[src/rtl/register_file_32x32_if.sv]
// Register-file access bundle: one synchronous write port and two combinational read ports.
// Write contract: Reg_Write_i, Write_Register_i and Write_Data_i are sampled only on the rising clk edge.
interface register_file_32x32_if #(
    parameter int N = 32
);
    logic         Reg_Write_i;
    logic [4:0]   Write_Register_i;
    logic [4:0]   Read_Register_1_i;
    logic [4:0]   Read_Register_2_i;
    logic [N-1:0] Write_Data_i;
    logic [N-1:0] Read_Data_1_i;
    logic [N-1:0] Read_Data_2_i;

    modport master (
        output Reg_Write_i,
        output Write_Register_i,
        output Read_Register_1_i,
        output Read_Register_2_i,
        output Write_Data_i,
        input  Read_Data_1_i,
        input  Read_Data_2_i
    );

    modport slave (
        input  Reg_Write_i,
        input  Write_Register_i,
        input  Read_Register_1_i,
        input  Read_Register_2_i,
        input  Write_Data_i,
        output Read_Data_1_i,
        output Read_Data_2_i
    );
endinterface

[src/rtl/register_file_32x32.sv]
// 32 x N register file: R0 hardwired to zero, asynchronous active-low clear,
// synchronous write, two combinational read ports with no write-to-read bypass.
module register_file_32x32 #(
    parameter int N = 32
) (
    input  logic                 clk,
    input  logic                 reset,
    register_file_32x32_if.slave rf
);

    // R0 has no storage; only R1..R31 are real flops.
    logic [N-1:0] regs [1:31];

    always_ff @(posedge clk or negedge reset) begin
        if (!reset) begin
            for (int i = 1; i < 32; i++) begin
                regs[i] <= '0;
            end
        end else if (rf.Reg_Write_i && (rf.Write_Register_i != 5'd0)) begin
            regs[rf.Write_Register_i] <= rf.Write_Data_i;
        end
    end

    // Reads see the stored value only, so a same-cycle write shows up after the edge.
    assign rf.Read_Data_1_i = (rf.Read_Register_1_i == 5'd0) ? '0 : regs[rf.Read_Register_1_i];
    assign rf.Read_Data_2_i = (rf.Read_Register_2_i == 5'd0) ? '0 : regs[rf.Read_Register_2_i];

endmodule

[src/flat_wrapper.sv]
// flat-port wrapper written by rule: the top's interface ports become plain ports
module register_file_32x32_flat 
#(
    parameter int N = 32
)
  (clk, reset, rf_Reg_Write_i, rf_Write_Register_i, rf_Read_Register_1_i, rf_Read_Register_2_i, rf_Write_Data_i, rf_Read_Data_1_i, rf_Read_Data_2_i);
  register_file_32x32_if #(.N(N)) rf_i ();
  input  logic clk;
  input  logic reset;
  input wire logic [$bits(rf_i.Reg_Write_i)-1:0] rf_Reg_Write_i;
  input wire logic [$bits(rf_i.Write_Register_i)-1:0] rf_Write_Register_i;
  input wire logic [$bits(rf_i.Read_Register_1_i)-1:0] rf_Read_Register_1_i;
  input wire logic [$bits(rf_i.Read_Register_2_i)-1:0] rf_Read_Register_2_i;
  input wire logic [$bits(rf_i.Write_Data_i)-1:0] rf_Write_Data_i;
  output wire logic [$bits(rf_i.Read_Data_1_i)-1:0] rf_Read_Data_1_i;
  output wire logic [$bits(rf_i.Read_Data_2_i)-1:0] rf_Read_Data_2_i;
  assign rf_i.Reg_Write_i = rf_Reg_Write_i;
  assign rf_i.Write_Register_i = rf_Write_Register_i;
  assign rf_i.Read_Register_1_i = rf_Read_Register_1_i;
  assign rf_i.Read_Register_2_i = rf_Read_Register_2_i;
  assign rf_i.Write_Data_i = rf_Write_Data_i;
  assign rf_Read_Data_1_i = rf_i.Read_Data_1_i;
  assign rf_Read_Data_2_i = rf_i.Read_Data_2_i;
  register_file_32x32 #(.N(N)) u_core (.clk(clk), .reset(reset), .rf(rf_i));
endmodule
[config.mk]
export PLATFORM = sky130hd
export DESIGN_NAME = register_file_32x32_flat
export DESIGN_NICKNAME = d
export VERILOG_FILES = /design/src/rtl/register_file_32x32_if.sv /design/src/rtl/register_file_32x32.sv /design/src/flat_wrapper.sv
export SDC_FILE = /design/constraint.sdc
export NUM_CORES = 2
export LEC_CHECK = 0
export CAP_MARGIN = 10
export CORE_MARGIN = 4
export CORE_UTILIZATION = 52
export DETAILED_ROUTE_END_ITERATION = 12
export PLACE_DENSITY = 0.69
export SYNTH_ARGS = -nofsm -noshare
export SYNTH_HDL_FRONTEND = slang
export SYNTH_SLANG_ARGS = --single-unit
[constraint.sdc]
create_clock -name clk -period 5.5 [get_ports clk]
set_clock_uncertainty 0.2 [all_clocks]
set_input_delay 0.825 -clock clk [delete_from_list [all_inputs] [get_ports clk]]
set_output_delay 0.825 -clock clk [all_outputs]
set_load 0.05 [all_outputs]
==> flow_metrics.py <==
metrics = {
    "layout": {
        "multi_input_area_sq_um": 26930,
        "fin_util_pct": 58.79,
        "reg_top3": "u_core.regs x992",
        "largest_reg_flops": 992,
        "final_nets": 3584,
        "final.fill_count": 7635,
        "regMostFlops": "u_core.regs",
        "seqCellArea_sq_um": 24820,
        "area_growth_pct": 12.20,
        "layout-drive-gt1-share_pct": 49.32,
    },
    "power_and_ir_drop": {
        "p_leak_nw": 25.85,
        "powerDensity_nw_per_um2": 369.0,
        "comb_power_share_pct": 22.5,
        "switching_power_w": 0.006234,
        "total_power_w": 0.02207,
        "swShare_pct": 28.24,
        "p_seq_share_pct": 44.6,
        "clockPowerShare_pct": 33.0,
        "p_int_w": 0.01584,
        "peakVddDrop_v": 0.0002473,
    },
    "timing": {
        "worst_slew_pin_slew_ns": 1.146,
        "hold_viol_final": 0,
        "slew_viol_final": 0,
        "tns_ns": 0,
        "rsz0062_at_grt": "false",
        "relSlewSlack_pct": 23.36,
        "whs_ns": 0.01652,
        "fmax_mhz": 206.9,
        "fin_crit_ns": 4.834,
        "finalSetupViolCount": 0,
        "layout_worst_path_cycle_share_pct": 87.89,
    },
    "floorplanning": {
        "initial_core_util_pct": 52.40,
        "fp.dieH_microns": 328.2,
        "row_count": 117,
        "core_sq_um": 101700,
        "dieArea_sq_um": 107700,
        "io_pins": 114,
        "die_w_microns": 328.2,
    },
    "placement": {
        "dp.final_hpwl_microns": 98260,
        "gp_congestion": 0.8507,
        "io_buffers": 113,
    },
    "run_status": {
        "status": "finished, final reports clean",
    },
    "worst_setup_path": {
        "cp-start-kind": "primary input",
        "path_class": "primary input to output port",
        "crit_fanout": 62,
        "cp.arrival_ns": 3.81,
        "end_kind": "output port",
        "cp_data_required_time_ns": 4.47,
    },
    "clock_tree": {
        "cts_buffers": 108,
        "clock-root-buffer": "clkbuf_16",
        "ctsHoldBuffers": 0,
        "cts_tree": "done",
        "htree_levels": 3,
        "cts.clk_slew.worst_paths_ns": 0.06,
        "clock_path_buffers": 3,
        "cts.sinks": 992,
        "cts_setup_buffers": 0,
        "insertion_delay_ns": 0.69,
        "cts_resized": 0,
    },
    "logic_synthesis": {
        "async_reset_ff_share_pct": 100.0,
        "synth_top_flop_cell": "dfrtp_1",
        "synth_area_sq_um": 53310,
        "synth-seq-cells": 992,
        "synth_edf_count": 0,
        "yosys_warnings": 0,
        "ys_seq_area_share_pct": 46.56,
        "syn_inst": 3560,
        "synth_area_leaders": "dfrtp_1, mux2_2, mux4_2",
        "synth_cell_types": 42,
        "synth_top_area_share_pct": 46.56,
        "synth_area_per_cell_sq_um": 14.98,
        "synthesis.nets": 3610,
        "synth_top_area_cell": "dfrtp_1",
    },
    "hold_path": {
        "hold_path.class": "primary input to asynchronous set/reset pin",
    },
    "global_route": {
        "grt_overflow": 0,
        "grtUsageTotal_pct": 30.64,
        "grt_pass1_wl_microns": 245600,
        "grt_max_degree": 133,
        "grt_pass1_vias": 36948,
        "antenna_found_initial": 11,
    },
    "routing": {
        "drtAntennaViolNets": 0,
        "vias_per_cell": 6.891,
        "first_pass_iters": 5,
        "drtIter0Drc": 3713,
        "finalWirelength_microns": 163400,
        "wl_per_cell_microns": 32.71,
        "drc": 0,
        "vias": 34422,
    },
    "flow_run": {
        "max_cap_violations": 0,
    },
}
layout by cell type (no fill, tap or decap), types with 8 or more instances in the layout:
master           synthesis  layout
nor3_1                  38      36
clkbuf_8                 0      33
buf_12                   0      56
a21oi_1                  9       9
nor2_1                  43      31
mux4_2                 437     437
nand2b_1                18      18
o221ai_1                 9       9
clkinv_2                 0      23
nand2_2                  0      11
a221oi_1                28      28
o21ai_1                 15      15
a211oi_1                 9       9
o21ai_0                  9       9
a211o_1                 19      19
buf_4                   17     134
clkbuf_16                0     109
mux2_2                 936     936
o22ai_1                 25      25
nor2b_1                 85      80
clkdlybuf4s50_1          0      53
o31a_1                  28      28
a22oi_1                 54      54
a2111oi_0               14      14
clkbuf_1               200      22
mux2_1                 118     118
nand3_1                  9       8
nor4b_1                  9       9
dfrtp_1                992     992
nor2_4                   0      12
mux2i_1                178     178
nand2_1                 49      38
layout make-up:
type,count,share of cell area (%)
Antenna cell,6,0.02510
Inverter,1,0.006275
Timing Repair Buffer,252,4.627
Tap cell,1368,2.862
Clock inverter,34,0.5188
Clock buffer,163,5.435
Multi-Input combinational cell,2179,45.02
Sequential cell,992,41.50
cells in the mapped netlist, types with 43 or more instances:
| cell type | n |
|---|---|
| dfrtp_1 | 992 |
| mux2_2 | 936 |
| mux4_2 | 437 |
| clkbuf_1 | 200 |
| mux2i_1 | 178 |
| mux2_1 | 118 |
| buf_2 | 99 |
| nor2b_1 | 85 |
| buf_1 | 60 |
| a22oi_1 | 54 |
| nand2_1 | 49 |
| nor2_1 | 43 |
layer usage:
layer  vias up  track usage [%]  routed length (microns)
met3       449            6.451                    13540
met2      1665            48.07                    76610
met4        10            14.28                     8535
met1     18598            41.38                    64670
met5         -                0                       57
li1      13700                -                        -
power groups by stage:
stage	registers, W	logic [W]	clock network [W]
2_1_floorplan	0.00949	0.00373	0
3_3_place_gp	0.00973	0.00480	0
3_5_place_dp	0.00991	0.00496	0
4_1_cts	0.00978	0.00498	0.00739
5_1_grt	0.00999	0.00530	0.00767
6_report	0.00984	0.00496	0.00727
worst max-delay path, cell delays in order:
cell      delay [ns]
buf_8           0.39
buf_12          0.47
buf_4           0.54
mux4_2          0.29
nor2b_1         0.15
a211oi_1        0.08
nor4b_1         0.70
buf_12          0.22
cell families after synthesis:
family | count (synthesis) | share of synthesized area, %
multiplexers | 1669 | 44.07
flip-flops | 992 | 46.56
buffers and inverters | 389 | 3.260
AND/OR/NAND/NOR | 271 | 2.699
AO/OA/AOI/OAI | 239 | 3.410
stage by stage:
step / worst slack, ns / cells / cell area [sq um]
final: 0.6660 / 4995 / 59810
after global routing: 0.4876 / 4992 / 59810
after CTS: 0.6393 / 4989 / 59800
after detailed placement: 0.6571 / 4792 / 56240
after global placement: 0.6977 / 4792 / 56240
after floorplan: 0.8666 / 3560 / 53310
final timing paths:
kind / from / slack (ns) / to / cells past startpoint
max in group asynchronous: reset / 3.67 / u_core.regs[822] / 2
max: rf_Read_Register_1_i[1] / 0.67 / rf_Read_Data_1_i[1] / 8
min: reset / 0.02 / u_core.regs[973] / 1
max reg2reg: u_core.regs[235] / 4.45 / u_core.regs[235] / 1
min reg2reg: u_core.regs[97] / 0.31 / u_core.regs[97] / 1
min in group clk: u_core.regs[97] / 0.31 / u_core.regs[97] / 1
No activity file was read; power rests on OpenSTA's default activity.
